[config.mk]
export PLATFORM = sky130hd
export DESIGN_NAME = regx_arb
export DESIGN_NICKNAME = d
export VERILOG_FILES = /design/src/rtl/regx_arb.sv
export SDC_FILE = /design/constraint.sdc
export NUM_CORES = 1
export LEC_CHECK = 0
export CAP_MARGIN = 10
export CORE_MARGIN = 2
export CORE_UTILIZATION = 53
export DETAILED_ROUTE_END_ITERATION = 7
export PLACE_DENSITY = 0.92
export SYNTH_ARGS = -nofsm -noshare
export SYNTH_HDL_FRONTEND = slang
export SYNTH_SLANG_ARGS = --single-unit
[constraint.sdc]
create_clock -name clk -period 2.69 [get_ports clk]
set_input_delay 0.807 -clock clk [delete_from_list [all_inputs] [get_ports clk]]
set_output_delay 0.807 -clock clk [all_outputs]
set_load 0.01 [all_outputs]
[src/rtl/regx_arb.sv]
// Two-port arbiter for the Xdata register bus: port A (MCU, high priority) and port B (I2C/debug,
// anti-starvation). Optional port-B write protection is enabled by defining REGX_ARB_WPROT_EN.
module regx_arb #(
  parameter int unsigned STARVE_MAX = 4,
  parameter logic [6:0]  PROT_BASE  = 7'h10
) (
  input  logic       clk,
  input  logic       rrst,

  input  logic       a_req,
  input  logic       a_wr,
  input  logic [6:0] a_addr,
  input  logic [7:0] a_wdat,
  output logic       a_ack,
  output logic [7:0] a_rdat,

  input  logic       b_req,
  input  logic       b_wr,
  input  logic [6:0] b_addr,
  input  logic [7:0] b_wdat,
  output logic       b_ack,
  output logic [7:0] b_rdat,
  output logic       b_err,

  input  logic       wprot_unlock,

  output logic       regx_r,
  output logic       regx_w,
  output logic [6:0] regx_addr,
  output logic [7:0] regx_wdat,
  input  logic [7:0] regx_rdat
);

  typedef enum logic [1:0] {IDLE, ACC, RDAT, DONE} state_t;

  localparam logic [3:0] STARVE_LIM = 4'(STARVE_MAX);

  state_t     state, state_nx;
  logic       pend_a, pend_b;
  logic       hold_a_wr, hold_b_wr;
  logic [6:0] hold_a_addr, hold_b_addr;
  logic [7:0] hold_a_wdat, hold_b_wdat;
  logic       bus_wr;
  logic       bus_owner;   // 0 = port A, 1 = port B
  logic [3:0] starve_cnt, starve_nx;

  logic       eff_a, eff_b;
  logic       grant_a, grant_b;
  logic       done_a, done_b;
  logic       cap_a, cap_b;
  logic       sel_wr;
  logic [6:0] sel_addr;
  logic [7:0] sel_wdat;
  logic       wp_block;

  // A request arriving in IDLE is arbitrated in the same cycle, which gives the +1 bus latency.
  assign eff_a  = pend_a | a_req;
  assign eff_b  = pend_b | b_req;
  assign done_a = (state == DONE) && !bus_owner;
  assign done_b = (state == DONE) &&  bus_owner;
  assign cap_a  = a_req && (!pend_a || done_a);
  assign cap_b  = b_req && (!pend_b || done_b);

  // NOTE: every variable gets a default before the case so no latch is inferred.
  always_comb begin
    state_nx = state;
    grant_a  = 1'b0;
    grant_b  = 1'b0;
    unique case (state)
      IDLE: begin
        if (eff_a && (!eff_b || starve_cnt != STARVE_LIM)) begin
          grant_a  = 1'b1;
          state_nx = ACC;
        end else if (eff_b) begin
          grant_b  = 1'b1;
          state_nx = ACC;
        end
      end
      ACC:     state_nx = bus_wr ? DONE : RDAT;
      RDAT:    state_nx = DONE;
      DONE:    state_nx = IDLE;
      default: state_nx = IDLE;
    endcase
  end

  always_comb begin
    if (grant_b) begin
      sel_wr   = pend_b ? hold_b_wr   : b_wr;
      sel_addr = pend_b ? hold_b_addr : b_addr;
      sel_wdat = pend_b ? hold_b_wdat : b_wdat;
    end else begin
      sel_wr   = pend_a ? hold_a_wr   : a_wr;
      sel_addr = pend_a ? hold_a_addr : a_addr;
      sel_wdat = pend_a ? hold_a_wdat : a_wdat;
    end
  end

  always_comb begin
    if (grant_b)
      starve_nx = 4'd0;
    else if (grant_a && eff_b)
      starve_nx = (starve_cnt == 4'hF) ? starve_cnt : starve_cnt + 4'd1;
    else if (!pend_b)
      starve_nx = 4'd0;
    else
      starve_nx = starve_cnt;
  end

  // NOTE: sequential state uses non-blocking assignments so every register samples pre-edge values.
  always_ff @(posedge clk) begin
    if (rrst) state <= IDLE;
    else      state <= state_nx;
  end

  always_ff @(posedge clk) begin
    if (rrst) begin
      pend_a      <= 1'b0;
      pend_b      <= 1'b0;
      hold_a_wr   <= 1'b0;
      hold_a_addr <= '0;
      hold_a_wdat <= '0;
      hold_b_wr   <= 1'b0;
      hold_b_addr <= '0;
      hold_b_wdat <= '0;
      bus_wr      <= 1'b0;
      bus_owner   <= 1'b0;
      regx_addr   <= '0;
      regx_wdat   <= '0;
      a_rdat      <= '0;
      b_rdat      <= '0;
      starve_cnt  <= '0;
    end else begin
      // A re-request in the ack cycle wins over the clear.
      if (cap_a) begin
        pend_a      <= 1'b1;
        hold_a_wr   <= a_wr;
        hold_a_addr <= a_addr;
        hold_a_wdat <= a_wdat;
      end else if (done_a) begin
        pend_a      <= 1'b0;
      end
      if (cap_b) begin
        pend_b      <= 1'b1;
        hold_b_wr   <= b_wr;
        hold_b_addr <= b_addr;
        hold_b_wdat <= b_wdat;
      end else if (done_b) begin
        pend_b      <= 1'b0;
      end
      if (grant_a || grant_b) begin
        bus_owner <= grant_b;
        bus_wr    <= sel_wr;
        regx_addr <= sel_addr;
        regx_wdat <= sel_wdat;
      end
      if (state == RDAT) begin
        if (bus_owner) b_rdat <= regx_rdat;
        else           a_rdat <= regx_rdat;
      end
      starve_cnt <= starve_nx;
    end
  end

`ifdef REGX_ARB_WPROT_EN
  logic bus_err;

  assign wp_block = (state == ACC) && bus_owner && bus_wr &&
                    (regx_addr >= PROT_BASE) && !wprot_unlock;

  always_ff @(posedge clk) begin
    if (rrst)               bus_err <= 1'b0;
    else if (state == ACC)  bus_err <= wp_block;
  end

  assign b_err = done_b && bus_err;
`else
  logic unused_wprot;

  assign wp_block     = 1'b0;
  assign unused_wprot = wprot_unlock | (|PROT_BASE);
  assign b_err        = 1'b0;
`endif

  assign regx_r = (state == ACC) && !bus_wr;
  assign regx_w = (state == ACC) &&  bus_wr && !wp_block;
  assign a_ack  = done_a;
  assign b_ack  = done_b;

endmodule

==> summary.txt <==
Drt
  – Routed vias/inst: 5.59
  – WL final: 8050 um
  – Router iterations before antenna repair: 4
  – Number of DRC markers in iteration 0: ~170
  – DRC violations left: 0
  – Vias: around 2900
  – Final antenna-violating net count: 0
  – Wirelength per Cell: ~16 um

Timing
  – Final period util: 94.6%
  – Post-layout min period: 2.55 ns
  – Slew Viols, Final: 0
  – Final Setup Violations: 0
  – RSZ-0062 raised after global routing: false
  – Hold WS: 0.461 ns
  – Worst Tran Pin Value: ~1.1 ns
  – Clk_skew: between 0.007 and 0.008 ns
  – Final hold vios: 0
  – Max Clock Freq: just under 400 MHz
  – Max transition margin: between 20% and 30%

Synthesis
  – Post-synth top cells: dfxtp_1 (73), nor2_1 (38), mux2i_1 (33)
  – Post-synth net total: between 400 and 500
  – Async SR Flop Fraction: 0%
  – Area contributors post-synth: dfxtp_1 (44%), mux2i_1 (9.9%), a221o_1 (4.8%), nor2_1 (4.3%), nand2_1 (3.5%)
  – Post-synthesis register bit count: between 70 and 80
  – Cells after Synth: 361
  – Post-synth EDFFs: 0
  – Post-synthesis sequential area ratio: between 40% and 50%
  – Most frequent cell after synthesis: dfxtp_1
  – Synthesized area: between 3000 and 4000 um^2
  – Syn_area_per_cell: between 9 and 10 um^2
  – Ys flop type: dfxtp_1
  – Yosys top cell by area: dfxtp_1
  – Number of synthesis warnings: 0
  – Post-synth cell types: 37
  – Synth top area share: 43.9%

Pwr
  – Clock power share: a little under a quarter
  – VDD IR-drop max: between 0.4 and 0.5 mV
  – Internal: 2.05 mW
  – Combinational fraction of design power: approximately a third
  – Switching part of the total: about 33%
  – Reg power frac: about 44%
  – Cell Pwr Density: 706 nW/um^2
  – Net load switching power: around 1.0 mW
  – Leak: 1.71 nW

Global routing
  – Met2 usage: between 30 and 40%
  – Remaining global-route overflow: 0
  – Busiest grt layer: met2
  – First-pass GRT wire length: 13100 um
  – Met1 Track Usage GR: between 20% and 30%
  – Met3 Track Usage GR: between 8 and 9%
  – Vias in the first global route: 2773
  – GRT Util Overall: 23.4%
  – Initial antenna violation count: 0
  – Largest net degree at the start of global routing: 36

Clock network
  – CTS Hold Buffers Added: 0
  – Clock-pin slew on the worst setup and hold paths: approximately 0.07 ns
  – CTS tree: done
  – Cts bufs inserted: 9
  – Clock Tree Root: clkbuf_8
  – Resize count post-CTS: 0
  – Clock latency on the worst-skew pair: about 0.36 ns
  – # H-tree levels: 3
  – CTS sink count: 73
  – Clock Path Buffers: 2
  – Post-CTS Setup Bufs: 0

Place
  – Gpl congestion: about 0.85
  – IO Port Bufs: just under 80
  – Hpwl dp: about 5800 um

Final layout
  – Layout cell share with drive strength beyond 1: between 10% and 20%
  – Area grow syn2layout: 30.0%
  – Core Util, Final: between 70% and 80%
  – Nets@finish: just under 500
  – Antenna diode count: 0

Worst setup path
  – Max stage delay on crit path: 0.57 ns
  – Slowest CP cell: dfxtp_1
  – Buf/Inv on CP: 2
  – Cell family with most CP delay: buffers and inverters
  – Critical Path RT: roughly 1.9 ns
  – Crit path kind: flop to primary output
  – Crit path DAT: between 1.5 and 2 ns
  – CP Cell Sequence: nand2_1, inv_2, clkdlybuf4s50_1
  – Worst setup EP type: primary output
  – Setup crit start kind: flop
  – Worst-path fanout max: 13

Hold path
  – Hold WC Path Type: flop to flop

Outcome
  – Status: finished, final reports clean

Floorplan
  – Chip height: 83.3 um
  – Die Span X: approximately 83 um
  – Core Box Area: roughly 6000 um^2
  – I/O pin cnt: roughly 80
  – Starting Density: between 50% and 60%
  – Full die area: just under 7000 um^2
  – Row Count: 28

Flow run
  – Max-cap violations: 0
path summary, 6_finish.rpt:
path / startpoint / to / slack [ns] / depth (start not counted)
setup / recovery: bus_owner / b_ack / 0.14 / 3
hold / removal: b_rdat[5] / b_rdat[5] / 0.46 / 2
hold reg to reg: b_rdat[5] / b_rdat[5] / 0.46 / 2
setup reg to reg: state[0] / hold_b_addr[1] / 0.68 / 6
placed cells by master (no fill, tap or decap), types with 6 or more instances in the layout:
master	count
dfxtp_1	73
mux2_1	7
nor2_1	38
nor3_1	19
and2_1	17
clkbuf_8	9
a31oi_1	18
inv_1	6
clkdlybuf4s50_1	77
a21oi_1	22
buf_4	13
nand2_1	31
mux2i_1	33
a221o_1	16
nand3_1	12
mux2_2	9
ha_1	7
metal layers:
layer | part of all wire [%] | vias to the layer above
li1 | - | 1426
met1 | 45 | 1358
met2 | 47 | 88
met3 | 6.4 | 14
met4 | 1.6 | 0
met5 | 0 | -
stage by stage:
step / total power, mW / cells / area (um^2) / setup TNS (ns) / worst slack (ns)
3_3_place_gp: 2.31 / 501 / 4170 / -1.37 / -0.0867
2_1_floorplan: 1.96 / 361 / 3330 / 0 / 0.795
3_5_place_dp: 2.36 / 501 / 4170 / -2.30 / -0.157
6_report: 3.06 / 516 / 4330 / 0 / 0.145
5_1_grt: 3.21 / 516 / 4330 / 0 / 0.0184
4_1_cts: 3.06 / 515 / 4320 / 0 / 0.138
registers in the layout, summed over array words and instances (netlist names), 7 cells and up:
name	count
hold_a_addr	7
regx_addr	7
hold_a_wdat	8
hold_b_wdat	8
hold_b_addr	7
a_rdat	8
regx_wdat	8
b_rdat	8
cells by family after synthesis:
logic type      synth area share [%]
simple gates                    18.2
flops                           43.9
compound gates                  14.7
mux                             15.3
buf+inv                         5.14
fa+ha+maj                       2.63
other cells                    0.113
power groups by stage:
| stage | Sequential [mW] | Clock [mW] | Combinational, mW |
|---|---|---|---|
| 6_report | 1.35 | 0.710 | 0.997 |
| 5_1_grt | 1.37 | 0.761 | 1.09 |
| 4_1_cts | 1.35 | 0.722 | 0.990 |
| 3_5_place_dp | 1.37 | 0 | 0.986 |
| 3_3_place_gp | 1.36 | 0 | 0.946 |
| 2_1_floorplan | 1.37 | 0 | 0.580 |
tightest hold or removal path, delay by kind of cell (launching register included):
kind | cells | cell delay [ns]
flops | 1 | 0.32
simple gates | 1 | 0.05
compound gates | 1 | 0.05
cell type report:
type	count	area (um^2)
well taps	75	93.8
flip-flops and latches	73	1460
multi-input cells	254	1700
clock inverters	4	22.5
repair buffers	92	893
inverters	8	30.0
fillers	425	1660
clock buffers	10	128
Note: power is estimated with default switching activity, not from simulation.
==> RTL change 1, RTL diff (same settings) <==
Encoding of `state_t`: now one-hot (4 bits for 4 states).
--- a/src/rtl/regx_arb.sv
+++ b/src/rtl/regx_arb.sv
@@ -33,3 +33,3 @@
 
-  typedef enum logic [1:0] {IDLE, ACC, RDAT, DONE} state_t;
+  typedef enum logic [3:0] {IDLE = 4'b0001, ACC = 4'b0010, RDAT = 4'b0100, DONE = 4'b1000} state_t;
 
Behaviour: same outputs for any inputs over 10 cycles, from zero or initial values and one cycle with rrst high; not proved beyond that.
==> RTL change 1 against the original RTL <==
Cell area grew 6.1%. Total power fell by 4.1%. Count of clock-buffer cells in the layout unchanged. Critical path depth stayed put. Worst setup slack got worse by 0.12 ns. Clock skew grew 0.0028 ns. Synthesized area rose by 4.4%. Combinational power fell by 31%. Synthesized cell count increased by 16%. Wire length is 19% higher. Utilization rose by 0.069 points. Sequential cell count rose by 2. Critical path type unchanged. Largest cell class unchanged. Largest power group unchanged.
==> RTL change 1: results (changes against the original RTL) <==
Status
Result of the run: complete, no violations (unchanged).

Logic synthesis
Area contributors post-synth: dfxtp_1, o21ai_0, a21oi_1 (was dfxtp_1, mux2i_1, a221o_1). The count of different cell masters after synthesis is 40 (was 37). Cell types with the highest counts after synthesis: dfxtp_1, o21ai_0, nor2_1 (was dfxtp_1, nor2_1, mux2i_1). The fraction of synthesis flops using an asynchronous set or reset pin is 0 (unchanged). The net count after synthesis is 465 (was 413). The post-synthesis sequential area ratio is 0.432 (was 0.439).

Global routing
The global-route usage over all layers came to 0.268 (was 0.234). The pin count of the biggest net entering global routing is 39 (was 36). The number of antenna violations at the first check in global routing is 0 (unchanged). The number of global-route vias before repair is 3,145 (was 2,773). The wire length of the first global-routing pass is 15,500 um (was 13,100 um).

Route
The number of violations reported at the end of detailed-routing iteration 0 is 352 (was 169). The first-pass detailed-route iteration total is 5 (was 4). The final routed wirelength across all metal layers came to 9600 um (was 8050 um). The average vias per placed instance was 6.14 (was 5.59).

Timing
The worst clock skew on the final layout is 0.0106 ns (was 0.00776 ns). The worst slew margin relative to its limit is 0.458 (was 0.291).

Layout
The share of layout cells above drive strength 1 is 0.121 (was 0.107). The final layout net count was 538 (was 490).

CTS
The buffers inserted during post-CTS setup optimization is 0 (unchanged).

Power
The static leakage power came to 0.00173 uW (was 0.00171 uW). The maximum ir drop on the vdd rail is 0.448 mV (was 0.436 mV).

Placement
The detailed-placement wirelength estimate is 6470 um (was 5780 um). The routability-driven placement congestion ratio was 0.863 (was 0.853). The minimum setup slack after placement is 0.0998 ns (was -0.157 ns).

Setup path
The biggest fanout along the worst timing path was 3 (was 13).
RTL change 1: cell count changes after synthesis, sizes merged, moves of 15 or more:
| cell | change |
|---|---|
| o21ai | +47 |
| mux2i | -17 |
| nand3 | +25 |
| a21oi | +15 |
| and2 | -15 |
| clkbuf | +18 |
| a31oi | -16 |
| nor2b | +15 |
| a221o | -16 |
RTL change 1: final cells by class:
class	instances	area, um2
multi-input cells	303	1840
inverters	6	22.5
clock buffers	10	138
repair buffers	96	913
well taps	77	96.3
fillers	461	1750
flip-flops and latches	75	1500
clock inverters	6	88.8
RTL change 1: layer usage:
layer	GRT usage	routed length, um
met4	0.0808	153
met1	0.360	3910
met2	0.430	4650
met5	0	0
met3	0.0623	885
RTL change 1: where the power goes:
part	switching, uW	internal [uW]
Clock	438	547
Sequential	59.0	1200
Combinational	354	330
RTL change 1: final timing paths:
kind | start | endpoint | slack, ns | cells after the start
max | state[0] | b_ack | 0.03 | 3
min | hold_b_addr[3] | hold_b_addr[3] | 0.48 | 2
max reg2reg | state[1] | starve_cnt[0] | 0.35 | 5
min reg2reg | hold_b_addr[3] | hold_b_addr[3] | 0.48 | 2
RTL change 1: repair_timing:
item,in CTS,in global routing
resized for setup,5,2
endpoints found under the hold margin,0,0
setup endpoints to repair,4,2
RTL change 1: kinds of logic (layout without fill, tap and decap cells):
group,Yosys count,in the layout,synth area share
other,1,1,0.00108
and+or+nand+nor,147,147,0.214
xor gates and xnor gates,1,1,0.00252
muxes,32,32,0.0979
AOI/OAI and AO/OA,120,120,0.200
DFF,75,75,0.432
buffers and inverters,40,118,0.0453
adders and majority gates,2,2,0.00720
RTL change 1: critical path: stages (launching register included):
cell and delay (ns):
dfxtp_1 0.32, or4b_2 0.72, nor2_2 0.17, dlygate4sd2_1 0.29
RTL change 1: metrics by stage:
| step | total power (uW) | utilization | cells | hold WS [ns] | instance area (um2) |
|---|---|---|---|---|---|
| floorplan | 1650 | - | 418 | 0.432 | 3480 |
| global placement | 1920 | 0.685 | 557 | 0.456 | 4350 |
| detailed placement | 1950 | 0.685 | 557 | 0.466 | 4350 |
| CTS | 2920 | 0.723 | 573 | 0.477 | 4590 |
| global route | 3060 | 0.724 | 573 | 0.494 | 4600 |
| finish | 2930 | 0.724 | 573 | 0.479 | 4600 |
==> RTL change 2, RTL diff (config.mk and constraints unchanged) <==
Made on the original files. Add a define of `REGX_ARB_WPROT_EN`.
--- a/src/rtl/regx_arb.sv
+++ b/src/rtl/regx_arb.sv
@@ -2,2 +2,4 @@
 // anti-starvation). Optional port-B write protection is enabled by defining REGX_ARB_WPROT_EN.
+`define REGX_ARB_WPROT_EN
+
 module regx_arb #(
Formal check against the unedited RTL: not equivalent (Yosys sat finds a counterexample within 4 cycles, from zero or initial values and one cycle with rrst high).
==> RTL change 2 against the original RTL <==
Synthesized area increased by 1.6%. Wire length increased by 5.3%. Sequential cell count increased by 1. Total power increased by 12%. Hold slack got worse by 0.0025 ns. Combinational power increased by 16%. Non-clock buffer count unchanged. Worst setup slack got worse by 0.021 ns. Cell area increased by 2.3%. First-iteration DRC count increased by 5.3%. Global-route usage increased by 1.2 points. Clock power increased by 25%.
==> RTL change 2: results (changes against the original RTL) <==
CTS
The buffers inserted during post-CTS setup optimization is 0 (unchanged). The master cell of the clock root buffer is clkbuf_8 (unchanged). The insertion delay of the later-clocked pin in the worst-skew pair is between 0.3 and 0.4 ns. The worst-case clock buffer depth is 2 (unchanged).

The number of resized instances in the post-cts repair step is 3 (was 0). The register clock-pin slew on the reported worst setup and hold paths is 0.07 ns (about the same). The number of CTS-inserted buffers is 9 (unchanged).

Logic synthesis
Cell types with the highest counts after synthesis: dfxtp_1, nand2_1, mux2i_1 (was dfxtp_1, nor2_1, mux2i_1). The net count after synthesis is 421 (was 413). The total of warnings raised by yosys is 0 (unchanged). The post-synthesis sequential area ratio is 0.438 (was 0.439).

The compound-cell area share of the yosys netlist was 0.135 (was 0.147). The post-synthesis share of cell area spent on full adders, half adders and majority gates is 0.0259 (was 0.0263). The mux contribution to synthesized area is 0.172 (was 0.153). Area contributors post-synth: dfxtp_1, mux2i_1, nand2_1 (was dfxtp_1, mux2i_1, a221o_1). The count of different cell masters after synthesis is 40 (was 37). The fraction of synthesis flops using an asynchronous set or reset pin was 0 (unchanged).

Timing
The worst clock skew on the final layout is 0.00783 ns (was 0.00776 ns). The pin slew with the least headroom to its limit is 0.747 ns (was 1.06 ns).

Route
The number of violations reported at the end of detailed-routing iteration 0 is 178 (was 169). The average wire length per cell after detail routing is 16.1 um (was 15.6 um). The number of vias in the routed layout came to 2,967 (was 2,886). The first-pass detailed-route iteration total is 5 (was 4).

Global routing
The pin count of the biggest net entering global routing is 34 (was 36). The global-route usage over all layers was 0.246 (was 0.234). The wire length of the first global-routing pass is 14,000 um (was 13,100 um).

Layout
The number of fill cells was 463 (was 425). The number of inserted diodes is 0 (unchanged). The final layout net count came to 498 (was 490).

The share of layout cells above drive strength 1 is 0.0956 (was 0.107).

Power
The fraction of power spent switching nets was 0.318 (was 0.331). The static leakage power is 0.00187 uW (was 0.00171 uW). The maximum ir drop on the vdd rail came to 0.411 mV (was 0.436 mV).

Setup path
The startpoint of the most critical setup path is wprot_unlock (was bus_owner). The class of the most critical setup path is in -> out (was reg -> out). The biggest fanout along the worst timing path is 2 (was 13). The startpoint of the worst-slack reg-to-reg timing path was state[1] (was state[0]).

Hold path
The critical hold path startpoint is b_rdat[1] (was b_rdat[5]).

Placement
The detailed-placement wirelength estimate is 5790 um (was 5780 um). The post-placement cell area came to 0.00422 mm2 (was 0.00417 mm2). The number of buffers added on ports is 80 (was 78). The routability-driven placement congestion ratio is 0.865 (was 0.853).

Status
Result of the run: complete, no violations (unchanged).
## RTL change 2: worst paths after layout
path                                  endpoint  slack (ns)  cells after the start
worst max-delay path                    regx_w        0.12                      4
worst max register to register  hold_b_addr[1]        0.60                      5
worst min-delay path                 b_rdat[1]        0.46                      2
worst min register to register       b_rdat[1]        0.46                      2
## RTL change 2: area by class of cell
cell class / count / area [um2] / share of cell area
Clock buffer: 13 / 169 / 0.0381
Clock inverter: 2 / 35.0 / 0.00791
Inverter: 8 / 30.0 / 0.00678
Multi-Input combinational cell: 261 / 1740 / 0.392
Sequential cell: 74 / 1480 / 0.334
Tap cell: 77 / 96.3 / 0.0217
Timing Repair Buffer: 92 / 881 / 0.199
## RTL change 2: power groups by stage
stage | registers (uW) | logic [uW] | clock network [uW]
3_5_place_dp | 1400 | 1140 | 0
3_3_place_gp | 1390 | 1090 | 0
5_1_grt | 1400 | 1270 | 945
2_1_floorplan | 1430 | 665 | 0
6_report | 1380 | 1160 | 891
4_1_cts | 1380 | 1160 | 895
## RTL change 2: metrics by stage
step / instances / worst slack (ns) / hold WS [ns] / power [uW]
global route: 527 / 0.0515 / 0.471 / 3610
finish: 527 / 0.123 / 0.459 / 3440
CTS: 527 / 0.0209 / 0.458 / 3430
detailed placement: 512 / -0.337 / 0.448 / 2540
global placement: 512 / -0.236 / 0.442 / 2490
floorplan: 369 / 0.612 / 0.436 / 2090
## RTL change 2: per-layer routing
metal | vias to the layer above | track usage | routed length (um)
met1 | 1417 | 0.299 | 3440
met3 | 13 | 0.0406 | 336
met4 | 0 | 0.101 | 148
met2 | 93 | 0.430 | 4550
li1 | 1444 | - | -
met5 | - | 0 | 0
## RTL change 2: critical path: stages
cell and delay [ns]:
clkdlybuf4s50_1 0.45, nor4b_4 0.30, nor2_1 0.07, clkbuf_2 0.13
